===== src/rtl/rst_seq_ctrl.sv =====
// Staged reset-release sequencer: holds all stages in reset, then releases them
// one at a time in index order, waiting for each stage ack with a timeout.
module rst_seq_ctrl #(
    parameter int unsigned         N_STAGE     = 4,
    parameter int unsigned         MIN_ASSERT  = 16,
    parameter int unsigned         GAP_CYCLES  = 1000,
    parameter int unsigned         ACK_TIMEOUT = 100_000_000,
    parameter logic [N_STAGE-1:0]  ACK_MASK    = '1
) (
    input  logic               clk_i,
    input  logic               arst_n_i,
    input  logic               sw_rst_n_i,
    input  logic [N_STAGE-1:0] stage_ack_i,
    output logic [N_STAGE-1:0] stage_rst_n_o,
    output logic               all_done_o,
    output logic               fault_o,
    output logic [3:0]         fault_stage_o,
    output logic [2:0]         state_o
);

    localparam int unsigned KW = (N_STAGE > 1) ? $clog2(N_STAGE) : 1;

    typedef enum logic [2:0] {
        ST_ASSERT   = 3'd0,
        ST_GAP      = 3'd1,
        ST_WAIT_ACK = 3'd2,
        ST_DONE     = 3'd3,
        ST_FAULT    = 3'd4
    } state_t;

    state_t             state, state_nxt;
    logic [31:0]        cnt, cnt_nxt;
    logic [KW-1:0]      k, k_nxt;
    logic               sw_meta, sw_s;
    logic [N_STAGE-1:0] ack_meta, ack_s;
    logic [N_STAGE-1:0] rst_n_nxt;
    logic               done_nxt, fault_nxt;
    logic [3:0]         fault_stage_nxt;

    logic rst_req, release_now, accept, timeout, last;

    always_ff @(posedge clk_i or negedge arst_n_i) begin
        if (!arst_n_i) begin
            sw_meta  <= 1'b0;
            sw_s     <= 1'b0;
            ack_meta <= '0;
            ack_s    <= '0;
        end else begin
            sw_meta  <= sw_rst_n_i;
            sw_s     <= sw_meta;
            ack_meta <= stage_ack_i;
            ack_s    <= ack_meta;
        end
    end

    // A reset request overrides every other event on the same cycle.
    assign rst_req     = (state != ST_ASSERT) && !sw_s;
    assign last        = (k == KW'(N_STAGE - 1));
    assign release_now = !rst_req && (state == ST_GAP) && (cnt == 32'(GAP_CYCLES - 1));
    assign accept      = !rst_req && (((state == ST_WAIT_ACK) && ack_s[k]) ||
                                      (release_now && !ACK_MASK[k]));
    assign timeout     = !rst_req && (state == ST_WAIT_ACK) && !ack_s[k] &&
                         (cnt == 32'(ACK_TIMEOUT - 1));

    always_ff @(posedge clk_i or negedge arst_n_i) begin
        if (!arst_n_i) begin
            state         <= ST_ASSERT;
            cnt           <= '0;
            k             <= '0;
            stage_rst_n_o <= '0;
            all_done_o    <= 1'b0;
            fault_o       <= 1'b0;
            fault_stage_o <= '0;
        end else begin
            state         <= state_nxt;
            cnt           <= cnt_nxt;
            k             <= k_nxt;
            stage_rst_n_o <= rst_n_nxt;
            all_done_o    <= done_nxt;
            fault_o       <= fault_nxt;
            fault_stage_o <= fault_stage_nxt;
        end
    end

    always_comb begin
        state_nxt = state;
        cnt_nxt   = cnt;
        k_nxt     = k;
        if (rst_req) begin
            state_nxt = ST_ASSERT;
            cnt_nxt   = '0;
            k_nxt     = '0;
        end else begin
            case (state)
                ST_ASSERT: begin
                    if (!sw_s) begin
                        cnt_nxt = '0;
                    end else if (cnt == 32'(MIN_ASSERT - 1)) begin
                        state_nxt = ST_GAP;
                        cnt_nxt   = '0;
                    end else begin
                        cnt_nxt = cnt + 32'd1;
                    end
                end
                ST_GAP: begin
                    if (release_now) begin
                        cnt_nxt = '0;
                        if (accept) begin
                            if (last) begin
                                state_nxt = ST_DONE;
                            end else begin
                                k_nxt = k + KW'(1);
                            end
                        end else begin
                            state_nxt = ST_WAIT_ACK;
                        end
                    end else begin
                        cnt_nxt = cnt + 32'd1;
                    end
                end
                ST_WAIT_ACK: begin
                    if (accept) begin
                        cnt_nxt = '0;
                        if (last) begin
                            state_nxt = ST_DONE;
                        end else begin
                            state_nxt = ST_GAP;
                            k_nxt     = k + KW'(1);
                        end
                    end else if (timeout) begin
                        state_nxt = ST_FAULT;
                        cnt_nxt   = '0;
                    end else begin
                        cnt_nxt = cnt + 32'd1;
                    end
                end
                default: cnt_nxt = '0;
            endcase
        end
    end

    always_comb begin
        rst_n_nxt       = stage_rst_n_o;
        done_nxt        = all_done_o;
        fault_nxt       = fault_o;
        fault_stage_nxt = fault_stage_o;
        if (rst_req) begin
            rst_n_nxt       = '0;
            done_nxt        = 1'b0;
            fault_nxt       = 1'b0;
            fault_stage_nxt = '0;
        end else begin
            if (release_now) begin
                rst_n_nxt[k] = 1'b1;
            end
            if (accept && last) begin
                done_nxt = 1'b1;
            end
            if (timeout) begin
                fault_nxt       = 1'b1;
                fault_stage_nxt = 4'(k);
            end
        end
    end

    assign state_o = state;

endmodule


===== config.mk =====
export PLATFORM = sky130hd
export DESIGN_NAME = rst_seq_ctrl
export DESIGN_NICKNAME = d
export VERILOG_FILES = /design/src/rtl/rst_seq_ctrl.sv
export SDC_FILE = /design/constraint.sdc
export NUM_CORES = 1
export LEC_CHECK = 0
export CAP_MARGIN = 25
export CELL_PAD_IN_SITES_DETAIL_PLACEMENT = 2
export CELL_PAD_IN_SITES_GLOBAL_PLACEMENT = 2
export CORE_ASPECT_RATIO = 1.4
export CORE_UTILIZATION = 38
export DETAILED_ROUTE_END_ITERATION = 8
export HOLD_SLACK_MARGIN = 0.05
export PLACE_DENSITY_LB_ADDON = 0.2
export SETUP_SLACK_MARGIN = 0.4
export SKIP_CTS_REPAIR_TIMING = 1
export SLEW_MARGIN = 20
export SYNTH_ARGS = -nofsm -noshare
export SYNTH_HDL_FRONTEND = slang
export SYNTH_SLANG_ARGS = --single-unit

===== constraint.sdc =====
create_clock -name clk_i -period 3.1 [get_ports clk_i]
set_input_delay 0.31 -clock clk_i [delete_from_list [all_inputs] [get_ports clk_i]]
set_output_delay 0.31 -clock clk_i [all_outputs]
set_load 0.02 [all_outputs]

==> summary.txt <==
Status
  – Status: finished clean

Yosys
  – Asr flop ratio synth: 1.000
  – Ys Warns: 0
  – Ranking of synthesized cells by area: dfrtp_1, xnor2_1, nor2_1, nand3_1, nor4_1
  – Seq/Total Area, Yosys: 0.4968
  – Yosys reg bits: 55
  – Area leader, netlist: dfrtp_1
  – Synth Instances: 276
  – Mapped cell area: 0.002770 mm^2
  – Main synth FF type: dfrtp_1
  – Post-synth EDFFs: 0
  – Post-synth top area share: 0.4968
  – Synthesized area per cell: 10.04 um^2
  – Synth cell types: 43

Timing
  – Final WS setup: 591.1 ps
  – Skew final: 4.547 ps
  – Slew Limit Fails: 0
  – Setup TNS: 0 ps
  – RSZ-0062 raised after global routing: false
  – Final period utilization: 0.8093
  – Fin crit period: 2509 ps
  – Relative slew slack: 0.4440
  – Final hold slack: 95.66 ps
  – # setup viols final: 0
  – Achievable Freq: 398.6 MHz
  – Worst Max-Slew Pin Slew: 834.1 ps
  – Final hold vios: 0

Finish
  – Most frequent cells in the layout: dfrtp_1, nor2_1, xnor2_1, nand3_1, clkdlybuf4s50_1
  – Ant. Diodes: 0
  – Final core occ: 0.4396
  – Commonest non-fill, non-tap cell in the layout: dfrtp_1
  – Finished Cell Area: 0.003089 mm^2
  – Layout net count: 304
  – Area growth syn-to-layout: 11.52%
  – Layout cells sized above 1: 0.08191

Die
  – I/O pin cnt: 20
  – DIE AREA: 0.007640 mm^2
  – Die height: 103.0 um
  – Core ar.: 0.007027 mm^2
  – Initial core utilization: 0.3942
  – # rows: 36
  – Die X: 74.16 um

Critical path
  – Worst path required time: 3280 ps
  – CP Max Fanout: 32
  – Critical path launch point: cnt[8]
  – CP Capture Type: flop
  – Biggest cell delay along the critical path: 530 ps
  – Crit start category: flop
  – R2r startpoint: cnt[8]
  – Crit path kind: reg -> reg
  – Data arrival, critical path: 2690 ps
  – Worst-path cell chain: or4_4 -> nor3_2 -> or3b_4 -> a221oi_4 -> buf_4 -> nor2_1
  – CP max-delay cell: or4_4

Power and ir drop
  – Peak supply drop: 276.5 uV
  – Pleak: 0.001213 uW
  – Pwr dens: 507.1 mW/mm^2

Global routing
  – Total GRT Usage: 0.2004
  – Largest net degree at the start of global routing: 38
  – Grt ovf: 0
  – Vias in the first global route: 2246
  – Initial antenna violation count: 0
  – First-pass GRT wire length: 11.52 mm

CTS
  – Clock Latency Late Sink: 310 ps
  – Clock buffers created by TritonCTS: 5
  – Root Buffer: clkbuf_8
  – Clock Sinks: 55
  – Clock slew at reported path FFs: 100 ps
  – CTS H-tree depth: 2
  – Clk buf depth: 2
  – CTS tree: done

Placed design
  – Setup WS pre-CTS: 590.4 ps
  – Port buffer count: 17
  – GPL Wtd Cong: 0.7707
  – Final HPWL DP: 5.035 mm
  – Placement Cell Area: 0.003004 mm^2

Route
  – Vias per cell: 5.361
  – Per-cell routed wire length: 17.38 um
  – Antenna Nets Post-Route: 0
  – DR iter-0 viols: 47
  – DRT Wirelength: 6.744 mm
  – Via count: 2080
  – 1st-pass router iterations: 3
  – Remaining DRCs: 0

Min path
  – Hold Path Class: in -> async

Run
  – Max-Cap Viols: 0
[critical path, delay by kind of cell, from the launching register on]
family          cells  cell delay (ps)
compound gates      1              240
buf+inv             1              370
flops               1              470
simple gates        4             1280
[state kept, by name, summed over array words and instances (netlist names), 2 cells and up]
| signal | count |
|---|---|
| k | 2 |
| cnt | 32 |
| ack_s | 4 |
| ack_meta | 4 |
| stage_rst_n_o | 4 |
| state_o | 3 |
| fault_stage_o | 2 |
[Yosys cell counts (3+ instances only)]
library cell	n
inv_1	9
nor3_1	14
xnor2_1	28
nor4_1	13
clkbuf_1	6
a21o_1	3
nand4_1	7
buf_6	3
or2_2	4
dfrtp_1	55
mux2i_1	4
nand2_1	12
ha_1	5
nor2_1	48
xor2_1	3
nand3_1	17
or4_1	3
nor2b_1	4
and4_1	4
a21oi_1	5
[worst paths after layout]
| check | end | slack, ps | depth (start not counted) |
|---|---|---|---|
| max reg2reg | cnt[10] | 590 | 6 |
| min reg2reg | ack_s[0] | 360 | 0 |
| max in group asynchronous | cnt[15] | 2220 | 2 |
| min in group clk_i | ack_s[0] | 360 | 0 |
| min | cnt[7] | 100 | 1 |
| max | cnt[10] | 590 | 6 |
[power breakdown]
group | switching [uW] | internal [uW]
Sequential | 63.8 | 756
Combinational | 213 | 140
Clock | 235 | 159
Total | 512 | 1050
[stage by stage]
stage          std cells  power (uW)
6_report             388        1567
4_1_cts              388        1603
3_3_place_gp         380        1186
3_5_place_dp         380        1199
5_1_grt              388        1663
2_1_floorplan        277        1094
[routing by layer]
layer / GRT usage / vias up / wire, um
met5: 0 / - / 0
li1: - / 978 / -
met2: 0.3678 / 25 / 3687
met4: 0.07692 / 0 / 125
met1: 0.2327 / 1068 / 2808
met3: 0.02542 / 9 / 123
[cell type report]
cell class	instances	area, um^2
Clock inverter	2	12.51
Sequential cell	55	1376
Fill cell	766	3938
Multi-Input combinational cell	201	1287
Clock buffer	6	72.57
Timing Repair Buffer	20	187.7
Inverter	9	33.78
Tap cell	95	118.9
[cells by family after synthesis]
family / synth area share
flops: 0.4968
compound gates: 0.05150
fa+ha+maj: 0.02258
xor+xnor: 0.09802
buf+inv: 0.03974
mux: 0.02258
other cells: 0.001354
simple gates: 0.2674
(Power assumes the default switching activity.)
